$ cat src/rtl/mips_pipe_pkg.sv
// ---------------------------------------------------------------------------
// mips_pipe_pkg
// Shared definitions for the MIPS-style pipeline front end.
//  - Datapath / register-address widths.
//  - Default NOP instruction word.
//  - Instruction field slice positions (Rs, Rt, Rd) and extract helpers.
//  - Fetch-stage action encoding and the IF/ID pipeline register layout.
// No ports (package).
// ---------------------------------------------------------------------------
package mips_pipe_pkg;

    localparam int DATA_W     = 32;
    localparam int REG_ADDR_W = 5;

    // All-zero word decodes as sll $0,$0,0, i.e. a harmless NOP.
    localparam logic [DATA_W-1:0] NOP_INSTR_DEFAULT = 32'h0000_0000;

    // R-type register field positions.
    localparam int RS_MSB = 25;
    localparam int RS_LSB = 21;
    localparam int RT_MSB = 20;
    localparam int RT_LSB = 16;
    localparam int RD_MSB = 15;
    localparam int RD_LSB = 11;

    // What the fetch stage does on the coming clock edge.
    typedef enum logic [1:0] {
        IF_FETCH = 2'd0,
        IF_STALL = 2'd1,
        IF_FLUSH = 2'd2
    } if_action_e;

    // Contents of the IF/ID pipeline register.
    typedef struct packed {
        logic [DATA_W-1:0] instr;
        logic [DATA_W-1:0] pc_plus4;
        logic              valid;
    } if_id_reg_t;

    function automatic logic [REG_ADDR_W-1:0] field_rs(input logic [DATA_W-1:0] instr);
        return instr[RS_MSB:RS_LSB];
    endfunction

    function automatic logic [REG_ADDR_W-1:0] field_rt(input logic [DATA_W-1:0] instr);
        return instr[RT_MSB:RT_LSB];
    endfunction

    function automatic logic [REG_ADDR_W-1:0] field_rd(input logic [DATA_W-1:0] instr);
        return instr[RD_MSB:RD_LSB];
    endfunction

    // Instruction addresses are word aligned; the low two bits are dropped.
    function automatic logic [DATA_W-1:0] word_align(input logic [DATA_W-1:0] addr);
        return {addr[DATA_W-1:2], 2'b00};
    endfunction

endpackage : mips_pipe_pkg

$ cat src/rtl/hazard_detect_unit.sv
// ---------------------------------------------------------------------------
// hazard_detect_unit
// Purely combinational load-use hazard detector. Flags when the load now in
// EX writes a register that the instruction in IF/ID reads. Register $0 is
// never a real dependency because it is hard-wired to zero.
// Ports:
//  id_ex_mem_read_i  in   1  MemRead of the instruction in EX
//  id_ex_rt_i        in   5  destination (Rt) of the instruction in EX
//  if_id_valid_i     in   1  IF/ID holds a real instruction
//  if_id_rs_i        in   5  Rs of the instruction in IF/ID
//  if_id_rt_i        in   5  Rt of the instruction in IF/ID
//  hazard_o          out  1  load-use hazard present
// ---------------------------------------------------------------------------
module hazard_detect_unit
    import mips_pipe_pkg::*;
(
    input  logic                  id_ex_mem_read_i,
    input  logic [REG_ADDR_W-1:0] id_ex_rt_i,
    input  logic                  if_id_valid_i,
    input  logic [REG_ADDR_W-1:0] if_id_rs_i,
    input  logic [REG_ADDR_W-1:0] if_id_rt_i,
    output logic                  hazard_o
);

    logic rt_nonzero;
    logic src_match;

    assign rt_nonzero = (id_ex_rt_i != '0);
    assign src_match  = (id_ex_rt_i == if_id_rs_i) || (id_ex_rt_i == if_id_rt_i);

    // A flushed slot in IF/ID carries no real operands, so it never stalls.
    assign hazard_o = id_ex_mem_read_i & if_id_valid_i & rt_nonzero & src_match;

endmodule : hazard_detect_unit

$ cat src/rtl/if_id_stage_unit.sv
// ---------------------------------------------------------------------------
// if_id_stage_unit
// Fetch-side front end feeding ID/EX: owns the PC and the IF/ID pipeline
// register, stalls for one cycle on a load-use hazard (and tells ID to send a
// bubble), and flushes IF/ID on a taken branch. Flush has priority over stall.
//
// Optional feature macro: PERF_COUNTER_EN
//  defined   -> Stall_Count / Flush_Count ports and saturating counters exist
//  undefined -> the counter ports and their logic are absent
//
// Parameters:
//  RESET_PC   PC value loaded on reset
//  NOP_INSTR  instruction word inserted on reset and flush
//  COUNT_W    performance counter width (PERF_COUNTER_EN only)
// Ports:
//  clk                in   1   rising-edge clock
//  rst                in   1   asynchronous active-high reset
//  Instruction_Input  in   32  instruction memory data for PC_Output
//  Branch_Taken       in   1   branch in ID resolved taken
//  Branch_Target      in   32  branch target (bits [1:0] ignored)
//  ID_EX_MemRead      in   1   MemRead of the instruction in EX
//  ID_EX_Rt           in   5   Rt of the instruction in EX
//  PC_Output          out  32  current PC / instruction memory address
//  IF_ID_Instruction  out  32  registered instruction
//  IF_ID_PC_Plus4     out  32  registered PC+4 of that instruction
//  IF_ID_Rs/Rt/Rd     out  5   register fields of IF_ID_Instruction
//  IF_ID_Valid        out  1   IF/ID holds a real instruction
//  Control_Bubble     out  1   ID must send all-zero controls into ID/EX
//  Stall_Count        out  COUNT_W  bubble cycles (PERF_COUNTER_EN)
//  Flush_Count        out  COUNT_W  taken-branch cycles (PERF_COUNTER_EN)
// ---------------------------------------------------------------------------
module if_id_stage_unit
    import mips_pipe_pkg::*;
#(
    parameter logic [DATA_W-1:0] RESET_PC  = 32'h0000_0000,
    parameter logic [DATA_W-1:0] NOP_INSTR = NOP_INSTR_DEFAULT
`ifdef PERF_COUNTER_EN
    ,
    parameter int                COUNT_W   = 32
`endif
)
(
    input  logic                  clk,
    input  logic                  rst,
    input  logic [DATA_W-1:0]     Instruction_Input,
    input  logic                  Branch_Taken,
    input  logic [DATA_W-1:0]     Branch_Target,
    input  logic                  ID_EX_MemRead,
    input  logic [REG_ADDR_W-1:0] ID_EX_Rt,
    output logic [DATA_W-1:0]     PC_Output,
    output logic [DATA_W-1:0]     IF_ID_Instruction,
    output logic [DATA_W-1:0]     IF_ID_PC_Plus4,
    output logic [REG_ADDR_W-1:0] IF_ID_Rs,
    output logic [REG_ADDR_W-1:0] IF_ID_Rt,
    output logic [REG_ADDR_W-1:0] IF_ID_Rd,
    output logic                  IF_ID_Valid,
    output logic                  Control_Bubble
`ifdef PERF_COUNTER_EN
    ,
    output logic [COUNT_W-1:0]    Stall_Count,
    output logic [COUNT_W-1:0]    Flush_Count
`endif
);

    // -----------------------------------------------------------------------
    // State
    // -----------------------------------------------------------------------
    logic [DATA_W-1:0] pc_q;
    logic [DATA_W-1:0] pc_d;
    if_id_reg_t        if_id_q;
    if_id_reg_t        if_id_d;

    logic [DATA_W-1:0] pc_plus4;
    logic              hazard;
    if_action_e        action;

    // Wraps modulo 2^32 naturally: 32'hFFFF_FFFC + 4 = 0.
    assign pc_plus4 = pc_q + 32'd4;

    // -----------------------------------------------------------------------
    // Hazard detection against the load in EX
    // -----------------------------------------------------------------------
    hazard_detect_unit u_hazard (
        .id_ex_mem_read_i (ID_EX_MemRead),
        .id_ex_rt_i       (ID_EX_Rt),
        .if_id_valid_i    (if_id_q.valid),
        .if_id_rs_i       (field_rs(if_id_q.instr)),
        .if_id_rt_i       (field_rt(if_id_q.instr)),
        .hazard_o         (hazard)
    );

    // A taken branch squashes the dependent instruction anyway, so no bubble
    // is needed when both happen together.
    assign Control_Bubble = hazard & ~Branch_Taken;

    // -----------------------------------------------------------------------
    // Action select: flush beats stall beats normal fetch
    // -----------------------------------------------------------------------
    always_comb begin
        action = IF_FETCH;
        if (Branch_Taken) begin
            action = IF_FLUSH;
        end else if (hazard) begin
            action = IF_STALL;
        end
    end

    // -----------------------------------------------------------------------
    // Next-state for PC and IF/ID
    // -----------------------------------------------------------------------
    always_comb begin
        pc_d    = pc_q;
        if_id_d = if_id_q;
        unique case (action)
            IF_FLUSH: begin
                pc_d             = word_align(Branch_Target);
                if_id_d.instr    = NOP_INSTR;
                if_id_d.pc_plus4 = '0;
                if_id_d.valid    = 1'b0;
            end
            IF_STALL: begin
                // PC and IF/ID hold so the dependent instruction re-decodes
                // once the load data can be forwarded.
                pc_d    = pc_q;
                if_id_d = if_id_q;
            end
            IF_FETCH: begin
                pc_d             = pc_plus4;
                if_id_d.instr    = Instruction_Input;
                if_id_d.pc_plus4 = pc_plus4;
                if_id_d.valid    = 1'b1;
            end
            default: begin
                pc_d    = pc_q;
                if_id_d = if_id_q;
            end
        endcase
    end

    always_ff @(posedge clk or posedge rst) begin
        if (rst) begin
            pc_q             <= RESET_PC;
            if_id_q.instr    <= NOP_INSTR;
            if_id_q.pc_plus4 <= '0;
            if_id_q.valid    <= 1'b0;
        end else begin
            pc_q    <= pc_d;
            if_id_q <= if_id_d;
        end
    end

    // -----------------------------------------------------------------------
    // Outputs
    // -----------------------------------------------------------------------
    assign PC_Output         = pc_q;
    assign IF_ID_Instruction = if_id_q.instr;
    assign IF_ID_PC_Plus4    = if_id_q.pc_plus4;
    assign IF_ID_Valid       = if_id_q.valid;
    assign IF_ID_Rs          = field_rs(if_id_q.instr);
    assign IF_ID_Rt          = field_rt(if_id_q.instr);
    assign IF_ID_Rd          = field_rd(if_id_q.instr);

`ifdef PERF_COUNTER_EN
    // -----------------------------------------------------------------------
    // Saturating performance counters
    // -----------------------------------------------------------------------
    logic [COUNT_W-1:0] stall_count_q;
    logic [COUNT_W-1:0] stall_count_d;
    logic [COUNT_W-1:0] flush_count_q;
    logic [COUNT_W-1:0] flush_count_d;

    always_comb begin
        stall_count_d = stall_count_q;
        flush_count_d = flush_count_q;
        if (Control_Bubble && !(&stall_count_q)) begin
            stall_count_d = stall_count_q + COUNT_W'(1);
        end
        if (Branch_Taken && !(&flush_count_q)) begin
            flush_count_d = flush_count_q + COUNT_W'(1);
        end
    end

    always_ff @(posedge clk or posedge rst) begin
        if (rst) begin
            stall_count_q <= '0;
            flush_count_q <= '0;
        end else begin
            stall_count_q <= stall_count_d;
            flush_count_q <= flush_count_d;
        end
    end

    assign Stall_Count = stall_count_q;
    assign Flush_Count = flush_count_q;
`endif

    // -----------------------------------------------------------------------
    // Protocol check: a bubble must clear the load from EX, so a second
    // unresolved hazard cycle in a row means upstream control is broken.
    // -----------------------------------------------------------------------
    logic bubble_prev_q;

    always_ff @(posedge clk or posedge rst) begin
        if (rst) begin
            bubble_prev_q <= 1'b0;
        end else begin
            bubble_prev_q <= Control_Bubble;
        end
    end

    a_single_cycle_stall : assert property (
        @(posedge clk) disable iff (rst) !(bubble_prev_q && Control_Bubble)
    );

endmodule : if_id_stage_unit

$ cat config.mk
export PLATFORM = sky130hd
export DESIGN_NAME = if_id_stage_unit
export DESIGN_NICKNAME = d
export VERILOG_FILES = /design/src/rtl/mips_pipe_pkg.sv /design/src/rtl/hazard_detect_unit.sv /design/src/rtl/if_id_stage_unit.sv
export SDC_FILE = /design/constraint.sdc
export NUM_CORES = 1
export LEC_CHECK = 0
export ABC_AREA = 1
export BUFFER_PORTS_ARGS = -buffer_cell sky130_fd_sc_hd__buf_4
export CORE_MARGIN = 2
export CORE_UTILIZATION = 50
export CTS_BUF_LIST = sky130_fd_sc_hd__clkbuf_16
export DETAILED_ROUTE_END_ITERATION = 6
export PLACE_DENSITY = 0.81
export SYNTH_ARGS = -nofsm -noshare
export SYNTH_HDL_FRONTEND = slang
export SYNTH_SLANG_ARGS = --single-unit
$ cat constraint.sdc
create_clock -name clk -period 3 [get_ports clk]
set_input_delay 0.3 -clock clk [delete_from_list [all_inputs] [get_ports clk]]
set_output_delay 0.3 -clock clk [all_outputs]
set_load 0.02 [all_outputs]
==> impl_summary.txt <==
----------------------------------------------------
[Routing]
  Vias after detailed routing ... around 4,900
  Wire length per cell ... ~14 um
  Number of nets with antenna violations after detailed routing ... 0
  First drt pass iteration count ... 5
  Vias/cell ... 4.88
  Number of DRC markers in iteration 0 ... roughly 180
  Routed WL ... around 14,000 um
  Post-detailed-route DRC marker count ... 0

[Layout]
  Final core area utilization ... about 68%
  Nets@finish ... 935
  Layout cell share with drive strength beyond 1 ... 25.2%
  Final cell count without fillers ... about 1,000
  Area added between synthesis and finish ... 33.7%
  Final std cell area, no fill ... 0.00666 mm2
  Antenna cell count ... 0

[Power and ir drop]
  Power density over the cells ... 535 mW/mm2
  Share of power burned in the clock network ... between 30 and 40%
  Power dissipated by switching net loads ... approximately 0.0010 W
  Combinational Power Share ... 20.8%
  Internal power component ... 0.00251 W
  Worst supply voltage drop on vdd ... around 0.00037 V
  Static Leak ... 3.76 nW
  Flop pwr share ... between 40% and 50%
  Sw Share ... approximately 29%

[Logic synthesis]
  Main synth FF type ... dfrtp_1
  Leading cell types by count after synthesis ... nand2_1, dfrtp_1, nor2_1
  Top-count cell post-synth ... nand2_1
  Cell area after synthesis ... 0.00498 mm2
  Syn Inst Count ... 701
  Leading area contributor after synthesis ... dfrtp_1
  Number of enable-type register cells in the synthesized netlist ... 0
  Ys async rst share ... 100%
  Number of storage elements in the synthesis netlist ... 94
  Synth Warn # ... 0
  Top cell type's share of synthesized area ... 47.3%
  Register area share after synthesis ... a little under half
  Mean cell area of the mapped netlist ... 7.10 um2
  Dominant cells by area after synthesis ... dfrtp_1, nand2_1, nand3_1
  Count of unique library cells instantiated by Yosys ... 25

[STA]
  Final cycle utilization of the critical path ... 81.7%
  Unrepaired setup endpoints after global routing ... no
  Aggregate negative setup slack ... 0 ns
  Time the worst path needs with I/O delays and setup ... 2.45 ns
  Worst clock skew ... approximately 0.010 ns
  Final hold vios ... 0
  Measured slew at the worst slew-check pin ... 1.01 ns
  Number of max-slew violations in the final report ... 0
  Fmax ... 408 MHz
  Relative slew margins ... 32.5%
  Final-report setup violation count ... 0

[Placement]
  Port Buffers ... 181
  Final estimated routing congestion in global placement ... 0.882
  Cell area reported after detailed placement ... approximately 0.0063 mm2
  Detailed placer's ending HPWL ... roughly 10000 um
  Placed instance count ... 983

[GRT]
  GRT Residual Overflow ... 0
  Total global-route track usage ... 25.2%
  First-pass GRT wire length ... 22,200 um
  Via count of the first global-routing pass ... approximately 4,700
  Pin count of the biggest net entering global routing ... 85
  Initial antenna violation count ... 0

[Clock network]
  CTS buffer count ... 9
  CTS tree ... built
  CTS Hold Buffers Added ... 0
  Clk Latency, worst-skew pair ... 0.35 ns
  Number of gates resized after CTS ... 0
  Clock net sink count ... 94
  Reg clk slew, reported paths ... 0.07 ns
  Post-CTS setup buffer count ... 0
  Buffer type at the clock tree root ... clkbuf_16
  Number of buffers on the longest clock path ... 2
  H-tree depth ... 3

[Min path]
  Hold/Removal Path Class ... in -> reg

[Critical path]
  Required @ worst endpoint ... 2.70 ns
  Maximum net fanout on the critical path ... 36
  CP startpoint kind ... register
  Type of destination of the critical path ... primary output
  Setup Crit Path Kind ... reg -> out
  Arrival time worst endpoint ... 2.15 ns

[Floorplanning]
  Starting utilization of the core area ... 51.1%
  Ports placed on the boundary ... 186
  Die Y ... 104 um
  Floorplan row count ... 36
  Width of the die ... slightly above 100 um
  DIE AREA ... 0.0108 mm2
  Core region area ... about 0.0097 mm2

[Run]
  Max Cap Violations ... 0

[Status]
  Result of the run ... finished, final reports clean

----------------------------------------------------
[stage by stage]
| stage | power [W] | hold WS, ns | setup WS (ns) |
|---|---|---|---|
| after floorplan | 0.00192 | 0.410 | 0.251 |
| after global placement | 0.00224 | 0.454 | 0.990 |
| after detailed placement | 0.00226 | 0.460 | 0.933 |
| after CTS | 0.00357 | 0.140 | 0.536 |
| after global routing | 0.00370 | 0.145 | 0.387 |
| final | 0.00356 | 0.141 | 0.548 |
[final cells by class]
cell class / count / area [um2]
Clock buffer: 9 / 225
Inverter: 35 / 134
Clock inverter: 7 / 120
Sequential cell: 94 / 2350
Multi-Input combinational cell: 531 / 2220
Timing Repair Buffer: 190 / 1440
Tap cell: 133 / 166
Fill cell: 835 / 3070
[cells in the final DEF (no fill, tap or decap), drive strengths merged]
cell	synthesis	final
inv	34	35
ha	1	1
buf	41	190
dfrtp	94	94
nand2	386	386
o21ai	9	9
conb	1	2
nand3	43	43
xnor2	10	10
nor2	56	56
nand3b	8	8
xor2	7	7
bufinv	0	3
clkinv	1	4
nor3	1	1
or2	4	4
clkbuf	1	9
a21oi	4	4
[kinds of logic (layout without fill, tap and decap cells)]
group / count (synthesis) / in the layout / share of synthesized area, %
AO/OA/AOI/OAI: 13 / 13 / 1.31
XOR/XNOR: 17 / 17 / 2.99
adder cells (fa/ha/maj): 1 / 1 / 0.251
buffers and inverters: 77 / 241 / 8.22
flip-flops: 94 / 94 / 47.3
other: 1 / 2 / 0.0754
AND/OR/NAND/NOR: 498 / 498 / 39.9
[metal layers]
| metal | up-vias | wire (um) | GRT usage [%] |
|---|---|---|---|
| li1 | 2432 | - | - |
| met1 | 2261 | 5810 | 32.7 |
| met2 | 161 | 6530 | 42.0 |
| met3 | 20 | 960 | 6.48 |
| met4 | 0 | 220 | 7.53 |
| met5 | - | 0 | 0 |
[worst max-delay path: stages, from the launching register on]
cell and delay [ns]:
dfrtp_1 0.41, inv_1 0.09, nand2_1 0.07, nand2_1 0.05, nor2_1 0.12, nand3_1 0.08, nand2_1 0.09, nand3_1 0.10
inv_2 0.51, buf_4 0.26
[power groups by stage]
stage | Clock (W) | Combinational (W) | Sequential, W
5_1_grt | 0.00138 | 0.000811 | 0.00151
4_1_cts | 0.00133 | 0.000749 | 0.00150
3_5_place_dp | 0 | 0.000747 | 0.00152
6_report | 0.00132 | 0.000742 | 0.00150
2_1_floorplan | 0 | 0.000295 | 0.00163
3_3_place_gp | 0 | 0.000729 | 0.00151
[registers in the layout, indices dropped and copies added, names as in the netlist]
register,count
PC_Output,30
IF_ID_Valid,1
IF_ID_PC_Plus4,31
IF_ID_Instruction,32
[worst paths after layout]
check,cells past startpoint,slack [ns],from,endpoint
worst max-delay path,9,0.55,IF_ID_Instruction[19],Control_Bubble
worst max register to register,11,0.95,IF_ID_Instruction[19],PC_Output[13]
min in group asynchronous,2,0.18,rst,IF_ID_Instruction[5]
max in group asynchronous,3,2.06,rst,IF_ID_Instruction[18]
worst min register to register,2,0.47,IF_ID_PC_Plus4[20],IF_ID_PC_Plus4[20]
worst min-delay path,3,0.14,Instruction_Input[11],IF_ID_Instruction[11]
Power figures use the tool's default switching activity.
